<file path="src/rtl/gvp_stream_packer_if.sv">
// AXI4-Stream link between the GVP stream packer and the DMA.
// The packer drives it through the master modport; the DMA side uses the slave modport.
interface gvp_stream_packer_if;
    logic [31:0] tdata;
    logic        tvalid;
    logic        tready;
    logic        tlast;

    modport master (output tdata, output tvalid, output tlast, input tready);
    modport slave  (input tdata, input tvalid, input tlast, output tready);
endinterface

</file>
<file path="src/rtl/gvp_stream_packer.sv">
// GVP store-trigger packer: snapshots GVP state on each store trigger, frames it into 32-bit
// words in a FWFT FIFO and streams them out. Optional trailing checksum: GVP_PACKER_CHECKSUM_EN.
module gvp_stream_packer #(
    parameter int FIFO_DEPTH_N2 = 6,
    parameter int STALL_MARGIN  = 24,
    parameter int NUM_SRCS      = 16
) (
    input  logic                     a_clk,
    input  logic                     reset,
    input  logic [1:0]               store_data,
    input  logic                     store_tick,
    input  logic [31:0]              options,
    input  logic [31:0]              index,
    input  logic [47:0]              gvp_time,
    input  logic [191:0]             vec_xyzuab,
    input  logic [NUM_SRCS*32-1:0]   src_data,
    gvp_stream_packer_if.master      m_axis,
    output logic                     stall,
    output logic                     overrun,
    output logic [31:0]              frame_count
);

    localparam int                   DEPTH    = 1 << FIFO_DEPTH_N2;
    localparam logic [FIFO_DEPTH_N2:0] DEPTH_C  = DEPTH[FIFO_DEPTH_N2:0];
    localparam logic [FIFO_DEPTH_N2:0] MARGIN_C = STALL_MARGIN[FIFO_DEPTH_N2:0];
    localparam logic [FIFO_DEPTH_N2:0] CNT_ONE  = {{FIFO_DEPTH_N2{1'b0}}, 1'b1};
    localparam logic [FIFO_DEPTH_N2-1:0] PTR_ONE = {{(FIFO_DEPTH_N2-1){1'b0}}, 1'b1};
`ifdef GVP_PACKER_CHECKSUM_EN
    localparam logic [4:0] CSUM_WORDS = 5'd1;
`else
    localparam logic [4:0] CSUM_WORDS = 5'd0;
`endif

    typedef enum logic [0:0] {ST_IDLE = 1'b0, ST_EMIT = 1'b1} state_t;

    function automatic logic [4:0] popcount16(input logic [15:0] m);
        logic [4:0] c;
        c = 5'd0;
        for (int i = 0; i < 16; i++) begin
            c = c + {4'd0, m[i]};
        end
        return c;
    endfunction

    function automatic logic [3:0] lowest_set(input logic [15:0] m);
        logic [3:0] p;
        p = 4'd0;
        for (int i = 15; i >= 0; i--) begin
            if (m[i]) begin
                p = 4'(i);
            end else begin
                p = p;
            end
        end
        return p;
    endfunction

    state_t                 state_r, state_next_s;
    logic [1:0]             code_r;
    logic [15:0]            opts_r, mask_r;
    logic [31:0]            index_r;
    logic [47:0]            time_r;
    logic [191:0]           vec_r;
    logic [NUM_SRCS*32-1:0] src_r;
    logic [4:0]             n_r, idx_r;
    logic                   overrun_r, stall_r;
    logic [31:0]            frame_count_r;

    logic [32:0]              mem_r [DEPTH];
    logic [FIFO_DEPTH_N2-1:0] wr_ptr_r, rd_ptr_r;
    logic [FIFO_DEPTH_N2:0]   count_r;

    logic        trigger_s, capture_s, drop_s, push_s, pop_s, full_s, tvalid_s, frame_done_s;
    logic [4:0]  payload_len_s, last_idx_s;
    logic [3:0]  sel_s;
    logic [31:0] payload_word_s, word_s;
    logic [FIFO_DEPTH_N2:0] free_s;
    logic        unused_s;

    assign unused_s  = ^options[31:16];
    assign trigger_s = store_tick && (store_data != 2'd0);
    assign full_s    = (count_r == DEPTH_C);
    assign tvalid_s  = (count_r != {(FIFO_DEPTH_N2+1){1'b0}});
    assign pop_s     = tvalid_s && m_axis.tready;
    assign free_s    = DEPTH_C - count_r;
    assign sel_s     = lowest_set(mask_r);

    // Frame length from the captured store code.
    always_comb begin
        payload_len_s = 5'd1;
        case (code_r)
            2'd1:    payload_len_s = 5'd1 + n_r;
            2'd2:    payload_len_s = 5'd10;
            2'd3:    payload_len_s = 5'd4;
            default: payload_len_s = 5'd1;
        endcase
        last_idx_s = payload_len_s + CSUM_WORDS - 5'd1;
    end

    // Payload word selected by the word index within the current frame.
    always_comb begin
        payload_word_s = 32'h0000_0000;
        case (code_r)
            2'd1: begin
                if (idx_r == 5'd0) begin
                    payload_word_s = {8'hA1, 3'b000, n_r, opts_r};
                end else begin
                    payload_word_s = src_r[{sel_s, 5'd0} +: 32];
                end
            end
            2'd2: begin
                case (idx_r)
                    5'd0:    payload_word_s = {8'hA2, 8'h00, opts_r};
                    5'd1:    payload_word_s = index_r;
                    5'd2:    payload_word_s = time_r[31:0];
                    5'd3:    payload_word_s = {16'h0000, time_r[47:32]};
                    5'd4:    payload_word_s = vec_r[31:0];
                    5'd5:    payload_word_s = vec_r[63:32];
                    5'd6:    payload_word_s = vec_r[95:64];
                    5'd7:    payload_word_s = vec_r[127:96];
                    5'd8:    payload_word_s = vec_r[159:128];
                    5'd9:    payload_word_s = vec_r[191:160];
                    default: payload_word_s = 32'h0000_0000;
                endcase
            end
            2'd3: begin
                case (idx_r)
                    5'd0:    payload_word_s = 32'hA300_FFFF;
                    5'd1:    payload_word_s = index_r;
                    5'd2:    payload_word_s = time_r[31:0];
                    5'd3:    payload_word_s = {16'h0000, time_r[47:32]};
                    default: payload_word_s = 32'h0000_0000;
                endcase
            end
            default: payload_word_s = 32'h0000_0000;
        endcase
    end

`ifdef GVP_PACKER_CHECKSUM_EN
    logic [31:0] sum_r;
    assign word_s = (idx_r == payload_len_s) ? sum_r : payload_word_s;

    // Running wrap-around sum of the words already written in this frame.
    always_ff @(posedge a_clk) begin
        if (reset || capture_s) begin
            sum_r <= 32'h0000_0000;
        end else if (push_s) begin
            sum_r <= sum_r + word_s;
        end
    end
`else
    assign word_s = payload_word_s;
`endif

    // FSM state register.
    always_ff @(posedge a_clk) begin
        if (reset) begin
            state_r <= ST_IDLE;
        end else begin
            state_r <= state_next_s;
        end
    end

    // FSM next state: capture in IDLE, one word per cycle in EMIT while the FIFO has room.
    always_comb begin
        state_next_s = state_r;
        capture_s    = 1'b0;
        drop_s       = 1'b0;
        push_s       = 1'b0;
        case (state_r)
            ST_IDLE: begin
                if (trigger_s) begin
                    capture_s    = 1'b1;
                    state_next_s = ST_EMIT;
                end else begin
                    state_next_s = ST_IDLE;
                end
            end
            ST_EMIT: begin
                drop_s = trigger_s;
                if (!full_s || pop_s) begin
                    push_s = 1'b1;
                    if (idx_r == last_idx_s) begin
                        state_next_s = ST_IDLE;
                    end else begin
                        state_next_s = ST_EMIT;
                    end
                end else begin
                    state_next_s = ST_EMIT;
                end
            end
            default: state_next_s = ST_IDLE;
        endcase
    end

    assign frame_done_s = push_s && (idx_r == last_idx_s);

    // Snapshot registers, word sequencing and status outputs.
    always_ff @(posedge a_clk) begin
        if (reset) begin
            code_r        <= 2'd0;
            opts_r        <= 16'h0000;
            mask_r        <= 16'h0000;
            index_r       <= 32'h0000_0000;
            time_r        <= 48'h0000_0000_0000;
            vec_r         <= 192'h0;
            src_r         <= '0;
            n_r           <= 5'd0;
            idx_r         <= 5'd0;
            overrun_r     <= 1'b0;
            stall_r       <= 1'b0;
            frame_count_r <= 32'h0000_0000;
        end else begin
            if (capture_s) begin
                code_r  <= store_data;
                opts_r  <= options[15:0];
                mask_r  <= options[15:0];
                index_r <= index;
                time_r  <= gvp_time;
                vec_r   <= vec_xyzuab;
                src_r   <= src_data;
                n_r     <= popcount16(options[15:0]);
                idx_r   <= 5'd0;
            end else if (push_s) begin
                idx_r <= idx_r + 5'd1;
                // Each emitted source word retires the lowest remaining mask bit.
                if ((code_r == 2'd1) && (idx_r != 5'd0)) begin
                    mask_r <= mask_r & (mask_r - 16'h0001);
                end
            end
            if (drop_s) begin
                overrun_r <= 1'b1;
            end
            if (frame_done_s) begin
                frame_count_r <= frame_count_r + 32'h0000_0001;
            end
            stall_r <= (free_s < MARGIN_C) || (state_r != ST_IDLE);
        end
    end

    // FIFO storage; contents need no reset because the pointers define validity.
    always_ff @(posedge a_clk) begin
        if (push_s) begin
            mem_r[wr_ptr_r] <= {frame_done_s, word_s};
        end
    end

    // FIFO pointers and occupancy; a pop on a full FIFO frees the slot for a same-cycle push.
    always_ff @(posedge a_clk) begin
        if (reset) begin
            wr_ptr_r <= '0;
            rd_ptr_r <= '0;
            count_r  <= '0;
        end else begin
            if (push_s) begin
                wr_ptr_r <= wr_ptr_r + PTR_ONE;
            end
            if (pop_s) begin
                rd_ptr_r <= rd_ptr_r + PTR_ONE;
            end
            case ({push_s, pop_s})
                2'b10:   count_r <= count_r + CNT_ONE;
                2'b01:   count_r <= count_r - CNT_ONE;
                default: count_r <= count_r;
            endcase
        end
    end

    assign m_axis.tvalid = tvalid_s;
    assign m_axis.tdata  = tvalid_s ? mem_r[rd_ptr_r][31:0] : 32'h0000_0000;
    assign m_axis.tlast  = tvalid_s ? mem_r[rd_ptr_r][32] : 1'b0;
    assign stall         = stall_r;
    assign overrun       = overrun_r;
    assign frame_count   = frame_count_r;

endmodule
</file>
<file path="src/flat_wrapper.sv">
// flat-port wrapper written by rule: the top's interface ports become plain ports
module gvp_stream_packer_flat 
#(
    parameter int FIFO_DEPTH_N2 = 6,
    parameter int STALL_MARGIN  = 24,
    parameter int NUM_SRCS      = 16
)
  (a_clk, reset, store_data, store_tick, options, index, gvp_time, vec_xyzuab, src_data, stall, overrun, frame_count, m_axis_tdata, m_axis_tvalid, m_axis_tlast, m_axis_tready);
  gvp_stream_packer_if m_axis_i ();
  input  logic a_clk;
  input  logic reset;
  input  logic [1:0] store_data;
  input  logic store_tick;
  input  logic [31:0] options;
  input  logic [31:0] index;
  input  logic [47:0] gvp_time;
  input  logic [191:0] vec_xyzuab;
  input  logic [NUM_SRCS*32-1:0] src_data;
  output logic stall;
  output logic overrun;
  output logic [31:0] frame_count;
  output wire logic [$bits(m_axis_i.tdata)-1:0] m_axis_tdata;
  output wire logic [$bits(m_axis_i.tvalid)-1:0] m_axis_tvalid;
  output wire logic [$bits(m_axis_i.tlast)-1:0] m_axis_tlast;
  input wire logic [$bits(m_axis_i.tready)-1:0] m_axis_tready;
  assign m_axis_tdata = m_axis_i.tdata;
  assign m_axis_tvalid = m_axis_i.tvalid;
  assign m_axis_tlast = m_axis_i.tlast;
  assign m_axis_i.tready = m_axis_tready;
  gvp_stream_packer #(.FIFO_DEPTH_N2(FIFO_DEPTH_N2), .STALL_MARGIN(STALL_MARGIN), .NUM_SRCS(NUM_SRCS)) u_core (.a_clk(a_clk), .reset(reset), .store_data(store_data), .store_tick(store_tick), .options(options), .index(index), .gvp_time(gvp_time), .vec_xyzuab(vec_xyzuab), .src_data(src_data), .m_axis(m_axis_i), .stall(stall), .overrun(overrun), .frame_count(frame_count));
endmodule
</file>
<file path="config.mk">
export PLATFORM = sky130hd
export DESIGN_NAME = gvp_stream_packer_flat
export DESIGN_NICKNAME = d
export VERILOG_FILES = /design/src/rtl/gvp_stream_packer_if.sv /design/src/rtl/gvp_stream_packer.sv /design/src/flat_wrapper.sv
export SDC_FILE = /design/constraint.sdc
export NUM_CORES = 2
export LEC_CHECK = 0
export CAP_MARGIN = 15
export CELL_PAD_IN_SITES_DETAIL_PLACEMENT = 1
export CELL_PAD_IN_SITES_GLOBAL_PLACEMENT = 1
export CORE_ASPECT_RATIO = 2
export CORE_MARGIN = 3
export CORE_UTILIZATION = 50
export DETAILED_ROUTE_END_ITERATION = 6
export PLACE_DENSITY_LB_ADDON = 0.1
export SYNTH_ARGS = -nofsm -noshare
export SYNTH_HDL_FRONTEND = slang
export SYNTH_SLANG_ARGS = --single-unit
</file>
<file path="constraint.sdc">
create_clock -name a_clk -period 19 [get_ports a_clk]
set_clock_uncertainty 0.05 [all_clocks]
set_input_delay 1.9 -clock a_clk [delete_from_list [all_inputs] [get_ports a_clk]]
set_output_delay 1.9 -clock a_clk [all_outputs]
set_load 0.02 [all_outputs]
</file>
==> qor.yml <==
clock_tree:
  clockBufferDepth: 4
  cts_sinks: 3000
  ctsResizeCount: 0
  cts_buffers: 272
  root_buffer: "clkbuf_16"
  post_cts_buffers: 0
  cts_tree: "done"
  hold_buffers: 0
  clk_pin_slew_ns: 0.07
  cts-htree-levels: 5
  clk_latency_ns: 0.84
sta:
  finalCritPeriodShare: 0.443
  slew_headroom: 0.0987
  setup_violations: 0
  period_minus_slack_ns: 8.42
  final_hold_viol_count: 0
  fin_ws_ns: 10.58
  clock.fmax_mhz: 119
  drv_slew: 0
  grt_setup_unrepaired: "false"
  worstMarginPinSlew_ns: 1.35
  finalSetupTns_ns: 0
power_and_ir_drop:
  vdd_drop_max_mv: 0.0810
  total_power_mw: 15.3
  leakagePower_nw: 45.4
  power_per_cell_area_nw_per_um2: 111
detailed_routing:
  ant_nets: 0
  drtPass1Iterations: 7
  drt-initial-drc-count: 6444
  drc: 1
  drt-wirelength-per-cell_um: 36.8
  wirelength_um: 398000
  via_count: 69819
  viasPerCell: 6.45
critical_path:
  rrSetupSlack_ns: 13.69
  worstSetupEndpoint: "m_axis_tdata[9]"
  path_class: "flop to primary output"
  rr_startpoint: "u_core.mask_r[14]"
  rr_worst_depth: 12
  end_kind: "primary output"
  timing.rr.end: "u_core.mem_r[55][28]"
  cp.required_ns: 17.05
  cp.arrival_ns: 6.47
  path_max_fanout: 98
  startpoint_type: "flop"
die:
  die_area_um2: 237000
  rows: 248
  initial_core_util: 0.504
  die-width_um: 346
  ios: 890
  core_area_um2: 229000
  dieHeight_um: 685
yosys:
  syn-num-nets: 7525
  ys.warnings.count: 0
  synth_edf_count: 2112
  synth_cell_types: 73
  syn_area_per_cell_um2: 17.3
  netlist_area_um2: 115000
  ys_ff_latch: 3000
  async_flop_share: 0
  synth.yosys.seq_area_share: 0.704
  syn_inst: 6673
  synthFlopType: "edfxtp_1"
global_route:
  grt_util_all_layers: 0.332
  grt_overflow_total: 0
  grt_pass1_wl_um: 555000
  grt_max_degree: 243
  grt_pass1_vias: 73750
  antenna_found_initial: 183
layout:
  nets: 8364
  drive_gt1_frac: 0.180
  area_growth_pct: 19.0
  fin_util: 0.600
  stdcell_count: 10817
status:
  outcome: "complete, but fails checks"
  violations: "DRC"
run:
  cap_violations: 0
min_path:
  min_path_type: "flop to flop"
placed_design:
  io_buffers: 873
  gp_congestion: 0.909
  pre_cts_ws_ns: 11.23
  dp_cells: 10228
  dp_hpwl_um: 261000
routing by layer:
layer  part of all wire  global-route usage  vias up
met5             0.0016                   0        -
met4              0.079               0.228       94
li1                   -                   -    28905
met1               0.32               0.356    36657
met3              0.078              0.0756      986
met2               0.52               0.582     3177
layout make-up:
type / instances / area, um^2
Antenna cell: 101 / 253
Clock buffer: 358 / 7500
Clock inverter: 120 / 1230
Fill cell: 20264 / 91700
Inverter: 39 / 146
Multi-Input combinational cell: 3128 / 32800
Sequential cell: 3000 / 81200
Tap cell: 3000 / 3750
Timing Repair Buffer: 1071 / 10500
synth_stat cells (4+ instances only):
| cell type | instances | area share |
|---|---|---|
| nor3_1 | 13 | 0.00056 |
| a31oi_1 | 58 | 0.0031 |
| buf_4 | 4 | 0.00026 |
| buf_6 | 4 | 0.00039 |
| a311oi_1 | 22 | 0.0017 |
| dfxtp_1 | 888 | 0.15 |
| mux2i_1 | 61 | 0.0053 |
| edfxtp_1 | 2112 | 0.55 |
| nand3_1 | 152 | 0.0066 |
| a21oi_1 | 89 | 0.0039 |
| mux4_2 | 682 | 0.13 |
| nand2_1 | 460 | 0.015 |
| o31ai_1 | 11 | 0.00072 |
| nor2_1 | 161 | 0.0052 |
| o21ai_0 | 41 | 0.0018 |
| fa_1 | 11 | 0.0019 |
| a21o_1 | 10 | 0.00065 |
| clkbuf_1 | 346 | 0.011 |
| buf_2 | 90 | 0.0039 |
| nand4_1 | 50 | 0.0027 |
| nor2b_1 | 29 | 0.0016 |
| nor4_1 | 7 | 0.00038 |
| and2_1 | 35 | 0.0019 |
| or2_2 | 4 | 0.00022 |
| xor2_1 | 19 | 0.0014 |
| or3_1 | 14 | 0.00076 |
| buf_1 | 62 | 0.0020 |
| a222oi_1 | 43 | 0.0037 |
| a211oi_1 | 61 | 0.0040 |
| inv_1 | 39 | 0.0013 |
| ha_1 | 19 | 0.0021 |
| o211ai_1 | 17 | 0.0011 |
| a22o_1 | 807 | 0.061 |
| a221oi_1 | 17 | 0.0013 |
| a32oi_1 | 10 | 0.00076 |
| or4_1 | 11 | 0.00072 |
| nand3b_1 | 7 | 0.00046 |
| xnor2_1 | 17 | 0.0013 |
| and3_1 | 42 | 0.0023 |
| a22oi_1 | 72 | 0.0047 |
| o21ai_1 | 27 | 0.0012 |
critical path, cell delays in order, from the launching register on:
cell	delay [ns]
dfxtp_4	0.73
buf_12	0.64
buf_4	0.78
buf_12	0.63
mux4_2	0.61
mux4_2	0.48
nor2b_1	0.15
a211oi_1	0.49
a211oi_1	0.13
clkdlybuf4s50_1	0.63
through the flow:
step	area, um^2	hold slack [ns]
after floorplan	115000	0.385
after global placement	128000	0.403
after detailed placement	128000	0.409
after CTS	137000	0.425
after global routing	137000	0.443
final	137000	0.423
state kept, by name, indices dropped and copies added, names as in the netlist, 5 cells and up, named ones only:
signal and count:
u_core.mask_r 16, u_core.time_r 48, u_core.idx_r 5, u_core.n_r 5, u_core.src_r 512, u_core.count_r 7, u_core.wr_ptr_r 6, u_core.opts_r 16
u_core.index_r 32, u_core.rd_ptr_r 6, u_core.frame_count 32, u_core.vec_r 192, u_core.mem_r 2112
layout by cell type, fill, tap and decap left out, drive strengths merged, types with 13 or more instances in the layout:
master,synthesis,final
o21ai,68,68
a311oi,22,22
diode,0,101
and2,35,35
nand2,460,460
nor2,161,161
a221oi,17,17
a22o,807,807
xor2,19,19
nor2b,29,29
a211oi,61,61
buf,160,199
mux4,682,682
ha,19,19
a22oi,72,72
a31oi,58,58
xnor2,18,18
and3,42,42
a21oi,89,89
edfxtp,2112,2112
o211ai,17,17
clkbuf,346,358
nand4,51,51
nand3,152,152
nor3,13,13
dfxtp,888,888
inv,39,53
bufinv,0,23
mux2i,61,61
a222oi,43,43
clkinv,0,75
clkdlybuf4s50,0,872
or3,15,15
power breakdown:
part	switching, mW	internal, mW	total (mW)	leakage [nW]
clock	2.41	3.11	5.52	4.28
sequential	0.126	7.14	7.27	27.2
combinational	1.39	1.11	2.49	13.9
total	3.93	11.4	15.3	45.4
cell families (layout without fill, tap and decap cells):
family / Yosys count / count (layout) / share of synthesized area
simple gates: 1007 / 1007 / 0.0401
buf+inv: 545 / 1588 / 0.0191
flops: 3000 / 3000 / 0.704
compound gates: 1309 / 1309 / 0.0919
other cells: 0 / 101 / 0
fa+ha+maj: 30 / 30 / 0.00397
xor+xnor: 37 / 37 / 0.00287
mux: 745 / 745 / 0.139
worst min-delay path by stage:
stage,start,endpoint,slack [ns],cells after the start
after floorplan,u_core.opts_r[15],u_core.opts_r[15],0.39,2
after global placement,u_core.src_r[372],u_core.src_r[372],0.40,1
after detailed placement,u_core.src_r[113],u_core.src_r[113],0.41,1
after CTS,u_core.src_r[113],u_core.src_r[113],0.43,1
after global routing,u_core.src_r[113],u_core.src_r[113],0.44,1
final,u_core.src_r[113],u_core.src_r[113],0.42,1
No activity file was read; power rests on OpenSTA's default activity.
